<file path="src/rtl/load_store_unit.sv">
// Load/store unit: initiator side of the data_mem port.
// Takes one execute-stage load/store request at a time and computes the effective
// address as base + sign-extended 12-bit offset. It screens the request for
// misalignment, range and illegal funct3. It then drives a single data_mem access
// and returns the result to writeback over a valid/ready handshake.
// Width selection and sign/zero extension of load data are done inside data_mem.
module load_store_unit #(
    parameter int ADDR_W  = 8,
    parameter int MEM_LAT = 1
) (
    input  logic              clk,
    input  logic              rst_n,
    input  logic              req_valid,
    output logic              req_ready,
    input  logic              req_is_store,
    input  logic [2:0]        req_funct3,
    input  logic [31:0]       req_base,
    input  logic [11:0]       req_offset,
    input  logic [31:0]       req_wdata,
    input  logic [4:0]        req_rd,
    output logic              rsp_valid,
    input  logic              rsp_ready,
    output logic [31:0]       rsp_rdata,
    output logic [4:0]        rsp_rd,
    output logic              rsp_fault,
    output logic [31:0]       rsp_fault_addr,
    output logic              mem_read,
    output logic              mem_write,
    output logic [2:0]        mem_funct3,
    output logic [ADDR_W-1:0] mem_addr,
    output logic [31:0]       mem_write_val,
    input  logic [31:0]       mem_read_val
);

    typedef enum logic [1:0] {
        S_IDLE  = 2'd0,
        S_ISSUE = 2'd1,
        S_WAIT  = 2'd2,
        S_RESP  = 2'd3
    } state_e;

    // WAIT counts down from MEM_LAT-1; unused when MEM_LAT is 0.
    localparam logic [1:0] WAIT_INIT = (MEM_LAT > 0) ? 2'(MEM_LAT - 1) : 2'd0;

    state_e            state_q;
    logic              is_store_q;
    logic [1:0]        wait_cnt_q;
    logic              rsp_valid_q;
    logic [31:0]       rsp_rdata_q;
    logic [4:0]        rsp_rd_q;
    logic              rsp_fault_q;
    logic [31:0]       rsp_fault_addr_q;
    logic              mem_read_q;
    logic              mem_write_q;
    logic [2:0]        mem_funct3_q;
    logic [ADDR_W-1:0] mem_addr_q;
    logic [31:0]       mem_write_val_q;

    logic [31:0]       eff_addr_s;
    logic              misalign_s;
    logic              range_bad_s;
    logic              fault_s;
    logic              accept_s;

    // Encodings outside the RV32I load/store subsets are rejected up front.
    function automatic logic funct3_illegal(input logic is_store, input logic [2:0] f3);
        logic bad;
        if (is_store) begin
            bad = (f3 > 3'd2);
        end else begin
            bad = (f3 == 3'd3) || (f3 == 3'd6) || (f3 == 3'd7);
        end
        return bad;
    endfunction

    // Effective address and fault screening of the request on the input port.
    always_comb begin
        eff_addr_s  = req_base + {{20{req_offset[11]}}, req_offset};
        range_bad_s = ((eff_addr_s >> ADDR_W) != 32'd0);
        case (req_funct3[1:0])
            2'b01:   misalign_s = eff_addr_s[0];
            2'b10:   misalign_s = (eff_addr_s[1:0] != 2'b00);
            default: misalign_s = 1'b0;
        endcase
        fault_s  = funct3_illegal(req_is_store, req_funct3) || misalign_s || range_bad_s;
        accept_s = req_valid && req_ready;
    end

    // Idle is the only accepting state; held low while reset is asserted.
    assign req_ready = (state_q == S_IDLE) && rst_n;

    // Access sequencer: request capture, memory strobe, latency wait, response hold.
    always_ff @(posedge clk or negedge rst_n) begin
        if (!rst_n) begin
            state_q          <= S_IDLE;
            is_store_q       <= 1'b0;
            wait_cnt_q       <= 2'd0;
            rsp_valid_q      <= 1'b0;
            rsp_rdata_q      <= 32'd0;
            rsp_rd_q         <= 5'd0;
            rsp_fault_q      <= 1'b0;
            rsp_fault_addr_q <= 32'd0;
            mem_read_q       <= 1'b0;
            mem_write_q      <= 1'b0;
            mem_funct3_q     <= 3'd0;
            mem_addr_q       <= '0;
            mem_write_val_q  <= 32'd0;
        end else begin
            case (state_q)
                S_IDLE: begin
                    if (accept_s) begin
                        is_store_q <= req_is_store;
                        rsp_rd_q   <= req_rd;
                        if (fault_s) begin
                            // A faulting request never touches data_mem.
                            rsp_valid_q      <= 1'b1;
                            rsp_fault_q      <= 1'b1;
                            rsp_fault_addr_q <= eff_addr_s;
                            rsp_rdata_q      <= 32'd0;
                            state_q          <= S_RESP;
                        end else begin
                            mem_read_q      <= !req_is_store;
                            mem_write_q     <= req_is_store;
                            mem_addr_q      <= eff_addr_s[ADDR_W-1:0];
                            mem_funct3_q    <= req_funct3;
                            mem_write_val_q <= req_is_store ? req_wdata : 32'd0;
                            state_q         <= S_ISSUE;
                        end
                    end else begin
                        state_q <= S_IDLE;
                    end
                end
                S_ISSUE: begin
                    mem_read_q  <= 1'b0;
                    mem_write_q <= 1'b0;
                    if (is_store_q || (MEM_LAT == 0)) begin
                        rsp_rdata_q     <= is_store_q ? 32'd0 : mem_read_val;
                        rsp_valid_q     <= 1'b1;
                        rsp_fault_q     <= 1'b0;
                        rsp_fault_addr_q <= 32'd0;
                        mem_addr_q      <= '0;
                        mem_funct3_q    <= 3'd0;
                        mem_write_val_q <= 32'd0;
                        state_q         <= S_RESP;
                    end else begin
                        wait_cnt_q <= WAIT_INIT;
                        state_q    <= S_WAIT;
                    end
                end
                S_WAIT: begin
                    if (wait_cnt_q == 2'd0) begin
                        rsp_rdata_q      <= mem_read_val;
                        rsp_valid_q      <= 1'b1;
                        rsp_fault_q      <= 1'b0;
                        rsp_fault_addr_q <= 32'd0;
                        mem_addr_q       <= '0;
                        mem_funct3_q     <= 3'd0;
                        mem_write_val_q  <= 32'd0;
                        state_q          <= S_RESP;
                    end else begin
                        wait_cnt_q <= wait_cnt_q - 2'd1;
                    end
                end
                S_RESP: begin
                    if (rsp_ready) begin
                        rsp_valid_q      <= 1'b0;
                        rsp_rdata_q      <= 32'd0;
                        rsp_rd_q         <= 5'd0;
                        rsp_fault_q      <= 1'b0;
                        rsp_fault_addr_q <= 32'd0;
                        state_q          <= S_IDLE;
                    end else begin
                        state_q <= S_RESP;
                    end
                end
                default: begin
                    state_q <= S_IDLE;
                end
            endcase
        end
    end

    assign rsp_valid      = rsp_valid_q;
    assign rsp_rdata      = rsp_rdata_q;
    assign rsp_rd         = rsp_rd_q;
    assign rsp_fault      = rsp_fault_q;
    assign rsp_fault_addr = rsp_fault_addr_q;
    assign mem_read       = mem_read_q;
    assign mem_write      = mem_write_q;
    assign mem_funct3     = mem_funct3_q;
    assign mem_addr       = mem_addr_q;
    assign mem_write_val  = mem_write_val_q;

endmodule
</file>
<file path="config.mk">
export PLATFORM = sky130hd
export DESIGN_NAME = load_store_unit
export DESIGN_NICKNAME = d
export VERILOG_FILES = /design/src/rtl/load_store_unit.sv
export SDC_FILE = /design/constraint.sdc
export NUM_CORES = 1
export LEC_CHECK = 0
export ABC_AREA = 1
export BUFFER_PORTS_ARGS = -buffer_cell sky130_fd_sc_hd__buf_2
export CAP_MARGIN = 20
export CORE_ASPECT_RATIO = 0.6
export CORE_MARGIN = 2
export CORE_UTILIZATION = 50
export CTS_CLUSTER_DIAMETER = 60
export DETAILED_ROUTE_END_ITERATION = 16
export PLACE_DENSITY_LB_ADDON = 0.12
export SLEW_MARGIN = 15
export SYNTH_ARGS = -nofsm -noshare
export SYNTH_HDL_FRONTEND = slang
export SYNTH_SLANG_ARGS = --single-unit
</file>
<file path="constraint.sdc">
create_clock -name clk -period 3.5 [get_ports clk]
set_clock_uncertainty 0.05 [all_clocks]
set_input_delay 0.7 -clock clk [delete_from_list [all_inputs] [get_ports clk]]
set_output_delay 0.7 -clock clk [all_outputs]
set_load 0.02 [all_outputs]
</file>
# Word-level counts from Yosys, hierarchy flattened
# Index checks and enable logic that the tools add are counted.
[op_classes]
add_sub_neg = 2
magnitude_cmp = 1
eq_ne = 16
mux = 53
reduce_logical = 21
[op_table]
columns = ["operator", "count"]
rows = [
  ["32-bit two-way mux", 11],
  ["32-bit case mux with 4 select lines", 2],
  ["32-bit case mux with 3 select lines", 1],
  ["32-bit adder", 1],
  ["8-bit two-way mux", 4],
  ["32-bit nonzero test", 1],
  ["8-bit case mux with 3 select lines", 1],
  ["2-bit != test (second input constant)", 8],
  ["1-bit two-way mux", 13],
  ["2-bit two-way mux", 6],
  ["3-bit two-way mux", 4],
  ["5-bit two-way mux", 2],
  ["5-bit case mux with 2 select lines", 1],
  ["5-bit AND reduction", 2],
  ["3-bit case mux with 3 select lines", 1],
  ["3-bit AND reduction", 3],
  ["1-bit case mux with 4 select lines", 2],
  ["2-bit case mux with 4 select lines", 1],
  ["2-bit nonzero test", 4],
  ["2-bit equality test (second input constant)", 3],
  ["3-bit equality test (second input constant)", 2],
  ["1-bit case mux with 2 select lines", 3],
  ["2-bit by 1-bit equality test with 1-bit output (second input constant)", 2],
  ["2-bit logical NOT", 2],
  ["other kinds (9)", 13],
]
[word_totals]
regBits = 121
output_inout_bits = 117

# Longest topological paths before layout
[logic_depth]
word_depth = 9
ltp_mapped = 21
mapped_depth_nobuf = 20

# Worst setup path after synthesis
# No wires, ideal clock.
[synth_timing]
path_kind = "input port to flip-flop"
from = "input port req_base[0]"
to = "register mem_addr_q[0], in the netlist mem_addr[0]"
setup_time_ps = 117
t_arrival_ps = 2863
required_ps = 3333
setup_slack_ps = 470
stages = 19
n_path_buf = 1
path_cell_list = "ha_1 > fa_1 > nand3_1 > nand3_2 > nand2_1 > nand2_1 > nand2_1 > nand3_1 > nand2_1 > nand2_1 > nor2_1 > nand2_1 > nor2_1 > nand3_2 > nand2_2 > nand2_2 > buf_6 > nand2_1 > nand2_1"
[synth_between]
elab_chain_cells = 7
elab_cells_between_ends = 11
cone_classes = "add/sub (1); eq/ne (1); mux (4); reduce/logical (5)"
[synth_lines]
columns = ["item", "line_no", "source"]
rows = [
  ["start: declaration", "17", "input logic [31:0] req_base,"],
  ["32-bit adder *", "78", "eff_addr_s = req_base + {{20{req_offset[11]}}, req_offset};"],
  ["2-bit nonzero test", "82", "2'b10: misalign_s = (eff_addr_s[1:0] != 2'b00);"],
  ["1-bit case mux with 2 select lines", "80", "case (req_funct3[1:0])"],
  ["1-bit logical OR (2 in series)", "85", "fault_s = funct3_illegal(req_is_store, req_funct3) || misalign_s || range_bad_s;"],
  ["2-bit != test (no line)", "n/a", ""],
  ["5-bit AND reduction (no line)", "n/a", ""],
  ["end signal: assignment", "124", "mem_addr_q <= eff_addr_s[ADDR_W-1:0];"],
  ["end: declaration", "56", "logic [ADDR_W-1:0] mem_addr_q;"],
]
# Mark *: on every way between the ends. The rest lies on a longest branch, timed or not. The select of a mux whose other input is x is not followed.
# A chain may end at the register's enable or synchronous reset.

# Worst setup path after layout
[layout_timing]
from = "input port req_offset[11]"
to = "register mem_write_val_q[15], in the netlist mem_write_val[15]"
[layout_between]
elab_chain_cells = 5
[layout_lines]
columns = ["item", "line_no", "source"]
rows = [
  ["start: declaration", "18", "input logic [11:0] req_offset,"],
  ["32-bit adder", "78", ""],
  ["32-bit nonzero test", "79", "range_bad_s = ((eff_addr_s >> ADDR_W) != 32'd0);"],
  ["1-bit logical OR", "85", ""],
  ["2-bit != test (no line)", "n/a", ""],
  ["5-bit AND reduction (no line)", "n/a", ""],
  ["end signal: assignment", "126", "mem_write_val_q <= req_is_store ? req_wdata : 32'd0;"],
  ["end: declaration", "57", "logic [31:0] mem_write_val_q;"],
]
# No other way between the ends.

==> results.env <==
REPORT.FINAL.SLEW_VIOL_COUNT=0
DETAILEDROUTE.FIRSTITERATIONVIOLATIONS=1010
TIMING.FINAL.CRIT_SHARE_PCT=92.5
GRT_FIRST_PASS_WIRELENGTH_MM=43.5
DESIGN_AREA_SQ_MM=0.0110
CELL_TAKING_THE_MOST_AREA_AFTER_SYNTHESIS='dfrtp_1'
DRT_DRC_VIOLATIONS_LEFT=0
LAYOUT.NETS=1752
ANT_NETS=0
FINAL_LAYOUT_SIZE_SUFFIX_GT1_SHARE_PCT=22.1
SYNTH_CELL_TYPES=32
ASYNC_RESET_FF_SHARE_PCT=100
AREA_GROWTH_SYN_TO_LAYOUT_PCT=27.1
SYNTH_MOST_COMMON_CELL='nand2_1'
BUFFER_PORTS.INSERTED=237
N_FILL_CELL=1644
SYNTH_WARNINGS=0
IO_PINS=238
GRT_SETUP_UNREPAIRED='no'
FINAL_INSTANCE_COUNT_EXCL_FILLERS=1839
CLK_PIN_SLEW_NS=0.06
CRITPATHMAXFANOUT=43
TIMING_HOLD_VIOLATIONS_FINAL=0
DIE-AREA_SQ_MM=0.0183
SYNTH.TOP_CELL.AREA_SHARE_PCT=35.1
FLOORPLAN.ROWS=37
CP_SLOWEST_CELL='ha_1'
MAX-SLEW-MARGIN-REL_PCT=37.3
SETUP-TNS-FINAL_NS=0
DRV.MAX_CAP_VIOLATION_COUNT=0
CRITPATHCAPTURETYPE='register'
HOLDBUFCOUNTCTS=0
SYNTH_TOP_CELLS_BY_AREA='dfrtp_1, nand2_1, nand3_1, inv_1, ha_1'
FLOORPLAN.INITIALDENSITY_PCT=50.7
GRT_PASS1_VIAS=8400
POSTLAYOUTSETUPSLACKWORST_NS=0.262
CTS_INSERTED_BUFFERS=17
CLOCK_INSERTION_DELAY_WORST_SKEW_NS=0.40
YOSYS-TOP-CELLS-COUNT='nand2_1, inv_1, nand3_1, dfrtp_1, nor2_1'
PART_OF_THE_YOSYS_AREA_USED_FOR_SEQUENTIAL_ELEMENTS_PCT=35.1
CTS_NUM_SINKS=121
YS_SEQ_ELEMENTS=121
FMAX_GHz=0.309
TRITONCTS='built'
CTS_BUFFER_DEPTH=2
HP_CLASS='input port to async pin'
SYNTH_FP_NETS=1491
VDD_IR_DROP_MAX_V=0.000606
PLACE.GP.CONGESTION=0.975
VIA_PER_INST=5.13
FLOORPLAN.CORE_AREA_SQ_MM=0.0170
DRT_PRE_ANTENNA_ITERS=5
POST_SYNTHESIS_CELL_COUNT=1330
ROOT_BUFFER='clkbuf_16'
PLACED_CELLS=1805
POST_DRT_WL_PER_CELL_UM=14.7
CTS_SETUP_BUFFERS=0
WORSTSETUPPATHTYPE='input port to register'
VIAS=9426
POST_SYNTH_INSTANCE_AREA_SQ_MM=0.00862
FP.DIEH_UM=106
UTILIZATION_PCT=64.5
CP.REQUIRED_NS=3.74
MAXIMUM_NUMBER_OF_PINS_ON_ONE_NET_BEFORE_GLOBAL_ROUTE_REPAIR=75
GRT_UTIL_ALL_LAYERS_PCT=29.6
CP_SLOWEST_STAGE_DELAY_NS=0.40
WORST_SLEW_PIN_SLEW_NS=0.940
FIN_CRIT_NS=3.24
CRIT_ARRIVAL_NS=3.47
DPL_WORST_SLACK_NS=-0.0785
SYNTH_FF_TYPE='dfrtp_1'
POWER_DENSITY_OF_THE_PLACED_CELLS_mW_PER_MM2=742
CELL_AREA_AFTER_PLACEMENT_SQ_MM=0.0103
SYNTH_EDF_COUNT=0
OUTCOME='complete, no violations'
DIE_W_UM=174
SETUP_VIOL_COUNT_FINAL=0
HPWLAFTERDP_MM=20.3
CTS_MAX_LEVEL=4
CP_CELL_SEQUENCE='clkbuf_4 -> ha_1 -> nand2_1 -> nor2_1 -> nand2_1 -> nor2_1 -> nand2_1 -> nand4_1 -> nand2_1 -> nor2_1 -> nand2_1 -> nor2_1 -> buf_4 -> nand3_2 -> nand2_2 -> nand2_2 -> buf_12 -> nand2_1 -> nand2_1'
P_LEAK_nW=6.87
GLOBAL_ROUTE.OVERFLOW_TOTAL=0
SYN-MEAN-INSTANCE-AREA_SQ_UM=6.48
POSTROUTEWIRELENGTH_MM=27.0
CRITPATHMOSTFREQUENTCELL='nand2_1'
CP-START-KIND='input port'
NUMBER_OF_ANTENNA_VIOLATIONS_AT_THE_FIRST_CHECK_IN_GLOBAL_ROUTING=0
-- power breakdown --
group | internal [mW] | total [mW] | switching, mW
Combinational | 1.31 | 4.11 | 2.80
Clock | 1.11 | 1.74 | 0.633
Sequential | 1.94 | 2.28 | 0.340
-- path summary, 6_finish.rpt --
| check | startpoint | end | slack (ns) | cells after the start |
|---|---|---|---|---|
| max reg2reg | state_q[0] | mem_write_val[15] | 0.71 | 13 |
| max in group asynchronous | rst_n | rsp_rdata[20] | 1.62 | 3 |
| max | req_offset[11] | mem_write_val[15] | 0.26 | 19 |
| min reg2reg | mem_write_val[25] | mem_write_val[25] | 0.42 | 2 |
| min | rst_n | mem_write_val[25] | 0.38 | 2 |
| min in group clk | mem_write_val[25] | mem_write_val[25] | 0.42 | 2 |
-- worst max-delay path, delay by kind of cell --
family	cells	cell delay [ns]
buffers and inverters	3	0.54
adder cells (fa/ha/maj)	1	0.40
AND/OR/NAND/NOR	15	1.83
-- metal layers --
layer / global-route usage, % / share of wire, % / up-vias
li1: - / - / 4718
met1: 47.6 / 50 / 4255
met2: 40.4 / 39 / 439
met3: 6.20 / 10 / 14
met4: 5.02 / 0.80 / 0
met5: 0 / 0 / -
-- area by class of cell --
type	instances	area [sq um]	area share (%)
clock inverter	13	153	1.39
antenna	2	5.00	0.0457
multi-input combinational	962	4560	41.6
inverter	185	694	6.34
sequential	121	3030	27.6
timing repair buffer	304	1790	16.4
tap	234	293	2.67
clock buffer	18	429	3.92
-- sequential cells by signal, summed over array words and instances (netlist names) --
signal and flops:
rsp_rd 5, rsp_rdata 32, rsp_fault 1, mem_write 1, mem_funct3 3, mem_write_val 32
rsp_valid 1, mem_addr 8, is_store_q 1, state_q 2, wait_cnt_q 2, mem_read 1
rsp_fault_addr 32
-- layout by cell type, fill, tap and decap left out --
master and instances:
nand2_2 7, fa_1 1, and3_1 1, nand2_1 493
a21oi_1 33, xnor2_1 6, o32ai_1 1, clkbuf_1 1
inv_2 2, buf_4 60, bufinv_16 3, nor2_2 3
xor2_1 3, nand3b_1 2, nor3_1 4, inv_1 180
diode_2 2, clkinvlp_4 2, nand3_1 149, buf_12 8
nor2_4 2, or2_1 1, o21bai_1 1, nand3_2 4
o21ai_0 11, nand4_1 77, nor2_1 120, nand4_2 1
and2_1 1, a22oi_1 1, buf_2 235, clkbuf_4 1
clkbuf_16 17, inv_6 2, clkinv_2 6, ha_1 39
clkinv_1 3, dfrtp_1 121, nor3_2 1
-- timing repair --
item	4_1_cts	5_1_grt
setup endpoints to repair	0	54
resized for setup	0	2
endpoints found under the hold margin	0	0
-- kinds of logic (layout without fill, tap and decap cells) --
family | Yosys count | after routing | share of synthesized area (%)
flops | 121 | 121 | 35.1
simple gates | 866 | 866 | 43.1
other cells | 0 | 2 | 0
xor+xnor | 9 | 9 | 0.914
buf+inv | 247 | 520 | 12.2
fa+ha+maj | 40 | 40 | 5.89
compound gates | 47 | 47 | 2.83
-- stage by stage --
step / hold slack (ns) / total power [mW]
4_1_cts: 0.389 / 8.11
2_1_floorplan: 0.354 / 4.96
3_3_place_gp: 0.401 / 6.28
5_1_grt: 0.417 / 8.67
6_report: 0.383 / 8.13
3_5_place_dp: 0.404 / 6.35
(Power assumes the default switching activity.)
